**config.mk**
```make
export PLATFORM = sky130hd
export DESIGN_NAME = seg_scroller
export DESIGN_NICKNAME = d
export VERILOG_FILES = /design/src/rtl/seg_scroller.sv
export SDC_FILE = /design/constraint.sdc
export NUM_CORES = 1
export LEC_CHECK = 0
export BUFFER_PORTS_ARGS = -buffer_cell sky130_fd_sc_hd__buf_2
export CORE_MARGIN = 2
export CORE_UTILIZATION = 65
export DETAILED_ROUTE_END_ITERATION = 8
export GPL_ROUTABILITY_DRIVEN = 0
export GPL_TIMING_DRIVEN = 0
export HOLD_SLACK_MARGIN = 0.08
export PLACE_DENSITY = 0.86
export SKIP_LAST_GASP = 1
export SLEW_MARGIN = 0
export SYNTH_ARGS = -nofsm -noshare
export SYNTH_HDL_FRONTEND = slang
export SYNTH_SLANG_ARGS = --single-unit
export TNS_END_PERCENT = 5
```
**constraint.sdc**
```tcl
create_clock -name clk -period 8.4 [get_ports clk]
set_clock_uncertainty 0.05 [all_clocks]
set_input_delay 0 -clock clk [delete_from_list [all_inputs] [get_ports clk]]
set_output_delay 0 -clock clk [all_outputs]
set_load 0.02 [all_outputs]
```
**src/rtl/seg_scroller.sv**
```systemverilog
// Scrolling 7-segment message display: steps a fixed symbol sequence through a
// window of DIGITS multiplexed digits, auto-scrolled at two rates or single-stepped.
module seg_scroller #(
  parameter int DIGITS   = 4,
  parameter int SEQ_LEN  = 15,
  parameter int DIV_SLOW = 50_000_000,
  parameter int DIV_FAST = 5_000_000,
  parameter int DIV_SCAN = 50_000
) (
  input  logic              clk,
  input  logic              rst,
  input  logic              sel,
  input  logic              run,
  input  logic              dir,
  input  logic              step,
  output logic [6:0]        seg,
  output logic [DIGITS-1:0] an,
  output logic [3:0]        pos
);

  localparam int RATE_MAX = (DIV_SLOW > DIV_FAST) ? DIV_SLOW : DIV_FAST;
  localparam int RW       = (RATE_MAX > 1) ? $clog2(RATE_MAX) : 1;
  localparam int SW       = (DIV_SCAN > 1) ? $clog2(DIV_SCAN) : 1;
  localparam int DW       = (DIGITS > 1) ? $clog2(DIGITS) : 1;

  localparam logic [3:0]    LAST_POS   = 4'(SEQ_LEN - 1);
  localparam logic [SW-1:0] SCAN_LAST  = SW'(DIV_SCAN - 1);
  localparam logic [DW-1:0] DIGIT_LAST = DW'(DIGITS - 1);

  logic [RW-1:0]     rate_cnt;
  logic [RW-1:0]     rate_last;
  logic [SW-1:0]     scan_cnt;
  logic [DW-1:0]     d;
  logic              sel_q;
  logic              step_q;
  logic              sel_chg;
  logic              tick;
  logic              step_evt;
  logic              advance;
  logic              scan_wrap;
  logic [3:0]        pos_next;
  logic [DIGITS-1:0] an_next;
  logic [6:0]        seg_next;

  function automatic logic [3:0] rom_sym(input logic [3:0] idx);
    case (idx)
      4'd0:    return 4'h0;
      4'd1:    return 4'h2;
      4'd2:    return 4'h0;
      4'd3:    return 4'h9;
      4'd4:    return 4'h8;
      4'd5:    return 4'h0;
      4'd6:    return 4'h2;
      4'd7:    return 4'h1;
      4'd8:    return 4'h1;
      4'd9:    return 4'h5;
      4'd10:   return 4'hE;
      4'd11:   return 4'hD;
      4'd12:   return 4'hC;
      4'd13:   return 4'hB;
      4'd14:   return 4'hA;
      default: return 4'h0;
    endcase
  endfunction

  // Active-low {g,f,e,d,c,b,a}.
  function automatic logic [6:0] hex7(input logic [3:0] h);
    case (h)
      4'h0:    return 7'b1000000;
      4'h1:    return 7'b1111001;
      4'h2:    return 7'b0100100;
      4'h3:    return 7'b0110000;
      4'h4:    return 7'b0011001;
      4'h5:    return 7'b0010010;
      4'h6:    return 7'b0000010;
      4'h7:    return 7'b1111000;
      4'h8:    return 7'b0000000;
      4'h9:    return 7'b0010000;
      4'hA:    return 7'b0001000;
      4'hB:    return 7'b0000011;
      4'hC:    return 7'b1000110;
      4'hD:    return 7'b0100001;
      4'hE:    return 7'b0000110;
      default: return 7'b0001110;
    endcase
  endfunction

  function automatic logic [3:0] window_idx(input logic [3:0] p, input logic [DW-1:0] dd);
    logic [4:0] sum;
    sum = 5'(p) + 5'(dd);
    return 4'(sum % 5'(SEQ_LEN));
  endfunction

  assign rate_last = sel ? RW'(DIV_FAST - 1) : RW'(DIV_SLOW - 1);
  assign sel_chg   = sel ^ sel_q;
  assign tick      = run & ~sel_chg & (rate_cnt == rate_last);
  assign step_evt  = step & ~step_q & ~run;
  assign advance   = tick | step_evt;
  assign scan_wrap = (scan_cnt == SCAN_LAST);

  // NOTE: every signal written in always_comb gets a default first so no latch is inferred.
  always_comb begin
    pos_next = pos;
    if (advance) begin
      if (dir) pos_next = (pos == 4'd0) ? LAST_POS : pos - 4'd1;
      else     pos_next = (pos == LAST_POS) ? 4'd0 : pos + 4'd1;
    end
  end

  always_comb begin
    an_next = '1;
    for (int i = 0; i < DIGITS; i++) an_next[i] = (d != DW'(i));
    seg_next = hex7(rom_sym(window_idx(pos, d)));
  end

  // NOTE: the edge-detect copies have no reset branch; they simply follow their inputs on
  // every clk edge, including while rst is held, so no false edge appears at release.
  always_ff @(posedge clk) begin
    sel_q  <= sel;
    step_q <= step;
  end

  // NOTE: sequential state uses non-blocking assignments so all flops update in parallel.
  always_ff @(posedge clk or posedge rst) begin
    if (rst) begin
      rate_cnt <= '0;
      scan_cnt <= '0;
      d        <= '0;
      pos      <= 4'd0;
      an       <= '1;
      seg      <= 7'h7F;
    end else begin
      if (!run || sel_chg || tick) rate_cnt <= '0;
      else                         rate_cnt <= rate_cnt + RW'(1);

      if (scan_wrap) begin
        scan_cnt <= '0;
        d        <= (d == DIGIT_LAST) ? '0 : d + DW'(1);
      end else begin
        scan_cnt <= scan_cnt + SW'(1);
      end

      pos <= pos_next;
      an  <= an_next;
      seg <= seg_next;
    end
  end

endmodule

```
======== Yosys cells after proc, flatten, opt, wreduce, memory -nomap -nowiden ========
Memories as Yosys holds them, arrays and structs flattened. A register that Yosys moved wholly into a read port is not among the register bits.
Cells that the tools add are included.
word-level totals
  register bits after elaboration ......... 54
  memory bits (read-only) ................. 176
  bits of input ports ..................... 6
  output and inout port bits .............. 15
  word-level logic and storage cells ...... 44
  memories kept ........................... 2
operators by class
  add/sub/neg operators ................... 6
  div/mod/pow operators ................... 1
  equality and inequality tests ........... 7
  mux-type cells .......................... 7
  bitwise operators ....................... 9
  reductions and logical operators ........ 5
memory list
  memory           depth  width  read ports  clocked after Yosys merged registers in  write ports  RTL line  text
  (no name shown)  16     7      1           1                                        0            68        case (h)
  (no name shown)  16     4      1           0                                        0            46        case (idx)
operator list
  kind                     number
  $mux W26                 2
  $add A26 B1 Y26 const B  1
  $eq A26 B26 Y1           1
  $add A16 B1 Y16 const B  1
  $eq A16 B16 Y1 const B   1
  $mux W16                 1
  $mux W4                  3
  $add A4 B2 Y5            1
  $mod A5 B4 Y5 const B    1
  $add A4 B1 Y4 const B    1
  $and A1 B1 Y1            4
  $eq A4 B4 Y1 const B     1
  $logic_not A4 Y1         1
  $ne A2 B2 Y1 const B     2
  $sub A4 B1 Y4 const B    1
  $not A1 Y1               3
  $add A2 B1 Y2 const B    1
  $eq A2 B2 Y1 const B     1
  $logic_or A1 B1 Y1       2
  $mux W2                  1
  $ne A2 B1 Y1 const B     1
  $reduce_bool A2 Y1       1
  $logic_not A1 Y1         1
  $or A1 B1 Y1             1
  $xor A1 B1 Y1            1

======== Depth between registers and ports, before layout ========
  depth after elaboration ................. 6
  depth in mapped cells ................... 18
  depth with buffers taken out ............ 16

======== Worst setup path before layout ========
Ideal clock, no wire load.
  kind .................................... reg2reg
  start point ............................. register pos[0]
  end point ............................... register seg[4]
  setup time .............................. 0.073 ns
  arrival time ............................ 3.934 ns
  data required time ...................... 8.277 ns
  setup slack ............................. 4.343 ns
  stages on the path, launching flop included .. 17
  path buffers ............................ 2
  clock period less this slack ............ 4.057 ns
  cells stage by stage .................... dfrtp_1 -> ha_1 -> fa_1 -> clkbuf_1 -> ha_1 -> buf_2 -> o311ai_0 -> o21ai_0 -> a32oi_1 -> inv_1 -> ha_1 -> or3_1 -> o221ai_2 -> inv_1 -> ha_1 -> mux2_2 -> o2bb2ai_1
between the ends
  cells in the longest elaborated chain, start to end .. 3
ends and longest elaborated chain
  item                    RTL line  text
  from (decl)             18        output logic [3:0] pos
  from (signal assigned)  143       pos <= pos_next;
  $add A4 B2 Y5           90        sum = 5'(p) + 5'(dd);
  $mod A5 B4 Y5           91        return 4'(sum % 5'(SEQ_LEN));
  $mem_v2 Z16 W4          -
  to (decl)               16        output logic [6:0] seg,
Every way passes these cells.
A chain may end at the register's enable or synchronous reset.

======== Final worst setup path ========
Same ends and word-level chain as after synthesis.

==> reports/metrics.csv <==
metric;value;unit
status;complete, no violations;
final wirelength;7030;um
vias in the first global route;2760;
Synth Flop Type;dfrtp_1;
Mapped Nets;411;
Hold Vio Cnt, Final;0;
first drt pass iteration count;5;
Final period util;0.549;
setup TNS;0;ns
Sw Ratio;0.402;
Critical Path Sink Type;flip-flop;
Synth area leader;dfrtp_1;
Worst EP arrival;4.84;ns
Post-synth EDFFs;0;
number of diodes;0;
antenna viol nets, final;0;
Psw;0.000488;W
design area;4110;um^2
synth top area cells;dfrtp_1, ha_1, dfstp_2, xor2_1, nor2_1;
critical path peak fanout;10;
Power Internal;0.000725;W
Synth Warn #;0;
Req. time, crit path;8.63;ns
Setup Crit Path Kind;flip-flop to flip-flop;
initial antenna violation count;0;
Async SR Flop Fraction;0.967;
largest net degree at the start of global routing;45;
maximum clock frequency;217;MHz
clk sink count;61;
Area Growth Syn to Fin;12.7;%
layout cells sized above 1;0.169;
Seq pwr share;0.286;
LEAKAGE;1.83;nW
total clock buffers created by CTS;9;
logic gate share of total power;0.492;
Clock transition at path regs;0.07;ns
Cell Area, Synth;3640;um^2
WL per Instance;14.3;um
number of H-tree levels;3;
Area after DPL;3850;um^2
CTS tree;built;
Critical Path Start Type;flip-flop;
post-CTS setup buffers;0;
Die Y;78.9;um
DR iter-0 viols;168;
Site Rows;27;
synthesized flop and latch total;61;
worst min path class;input port to asynchronous set/reset pin;
max cap viols;0;
via count;2806;
global-route wire length before repair;12300;um
final slew viol count;0;
commonest non-fill, non-tap cells in the layout;nor2_1, dfrtp_1, buf_2, nand2_1, ha_1;
Max clock buf depth;2;
I/O Buffers;20;
post-synth cell types;62;
pwr/cell area;296;nW/um^2
Boundary Pins;21;
worst rel slew slack;0.585;
cell count after synthesis;377;
Yosys top cell area share;0.330;
CORE AREA;5470;um^2
sequential share of the synthesized area;0.420;
Clock Tree Root;clkbuf_8;
GRT overflow;0;
Worst-Skew Late Latency;0.35;ns
transition time of the tightest slew-check pin;0.623;ns
GRT Overall Usage;0.253;
Die Wd;78.9;um
total power;0.00121;W
Clock Power Share;0.222;
Nets;448;
hpwl dp;4770;um
Tmin final;4.61;ns
vias per cell;5.71;
DRC errors left;0;
RSZ-0062 raised after global routing;false;
starting density of the core;0.666;
final setup fails;0;
area of the die;6220;um^2
Syn Area/Cell;9.66;um^2
Fill cells;367;
commonest non-fill, non-tap cell in the layout;nor2_1;
peak supply drop;0.200;mV
stage by stage:
| step | hold WS [ns] | std cells | utilization | setup slack [ns] |
|---|---|---|---|---|
| after detailed placement | -0.0505 | 470 | 0.704 | 3.98 |
| after CTS | 0.125 | 491 | 0.750 | 3.91 |
| final | 0.125 | 491 | 0.750 | 3.79 |
| after floorplan | -0.0223 | 377 | - | 4.34 |
| after global routing | 0.159 | 491 | 0.750 | 3.52 |
| after global placement | 0.0796 | 469 | 0.700 | 4.14 |
cell families (layout without fill, tap and decap cells):
logic type	after synthesis	count (layout)	share of synthesized area
and+or+nand+nor	151	151	0.202
adders and majority gates	28	28	0.0982
DFF	61	61	0.420
buffers and inverters	34	76	0.0405
AOI/OAI and AO/OA	53	53	0.109
muxes	8	8	0.0299
xor gates and xnor gates	42	42	0.101
final timing paths:
path                       slack [ns]          end  depth (start not counted)        start
max                              3.79       seg[4]                         16       pos[0]
min                              0.13       pos[2]                          3          rst
max reg2reg                      3.79       seg[4]                         16       pos[0]
min reg2reg                      0.42  scan_cnt[0]                          1  scan_cnt[0]
max in group asynchronous        7.57       seg[3]                          4          rst
min in group clk                 0.27       step_q                          2         step
cell usage after synthesis, drive strengths merged (3+ instances only):
| cell type | count |
|---|---|
| or3 | 3 |
| nor2b | 7 |
| nor3 | 7 |
| o21ai | 19 |
| nand4 | 7 |
| nand4b | 4 |
| and3 | 10 |
| a31oi | 3 |
| mux2 | 3 |
| inv | 23 |
| nor2 | 49 |
| nand3 | 25 |
| dfstp | 11 |
| xor2 | 23 |
| xnor2 | 19 |
| nand2 | 27 |
| dfrtp | 48 |
| a21oi | 8 |
| mux2i | 5 |
| ha | 27 |
| buf | 9 |
worst max-delay path, cell delays in order (launching register included):
cell,delay (ns)
dfrtp_1,0.45
ha_1,0.28
fa_1,0.54
clkbuf_1,0.13
ha_1,0.18
buf_2,0.17
o311ai_0,0.30
o21ai_0,0.14
a32oi_1,0.51
inv_1,0.19
ha_1,0.25
or3_1,0.39
o221ai_2,0.15
inv_1,0.15
ha_1,0.22
mux2_2,0.27
o2bb2ai_1,0.15
power groups by stage:
| stage | clock network, W | registers [W] | logic (W) |
|---|---|---|---|
| floorplan | 0 | 0.000380 | 0.000441 |
| global placement | 0 | 0.000351 | 0.000555 |
| detailed placement | 0 | 0.000353 | 0.000581 |
| CTS | 0.000272 | 0.000347 | 0.000590 |
| global route | 0.000287 | 0.000351 | 0.000662 |
| finish | 0.000270 | 0.000347 | 0.000597 |
final cells by class:
cell class | instances | area, um^2 | area share
multi-input cells | 282 | 1960 | 0.479
flip-flops and latches | 61 | 1530 | 0.373
plain buffers | 11 | 61.3 | 0.0149
repair buffers | 26 | 170 | 0.0415
clock buffers | 12 | 155 | 0.0378
well taps | 72 | 90.1 | 0.0219
clock inverters | 4 | 47.5 | 0.0116
inverters | 23 | 86.3 | 0.0210
layer usage:
metal | part of all wire | up-vias | global-route usage
met2 | 0.50 | 68 | 0.420
met1 | 0.44 | 1361 | 0.320
li1 | - | 1366 | -
met4 | 0.015 | 0 | 0.0845
met3 | 0.048 | 11 | 0.0716
met5 | 0 | - | 0
flip-flops by register name (all words and copies together), names as in the netlist:
name	cells
sel_q	1
scan_cnt	16
an	4
d	2
rate_cnt	26
seg	7
step_q	1
pos	4
what timing repair did:
| action | in CTS | in global routing |
|---|---|---|
| endpoints found under the hold margin | 64 | 0 |
| resized for setup | 0 | 0 |
| endpoints found under the setup margin | 0 | 0 |
| hold buffers | 5 | 0 |
(Power assumes the default switching activity.)
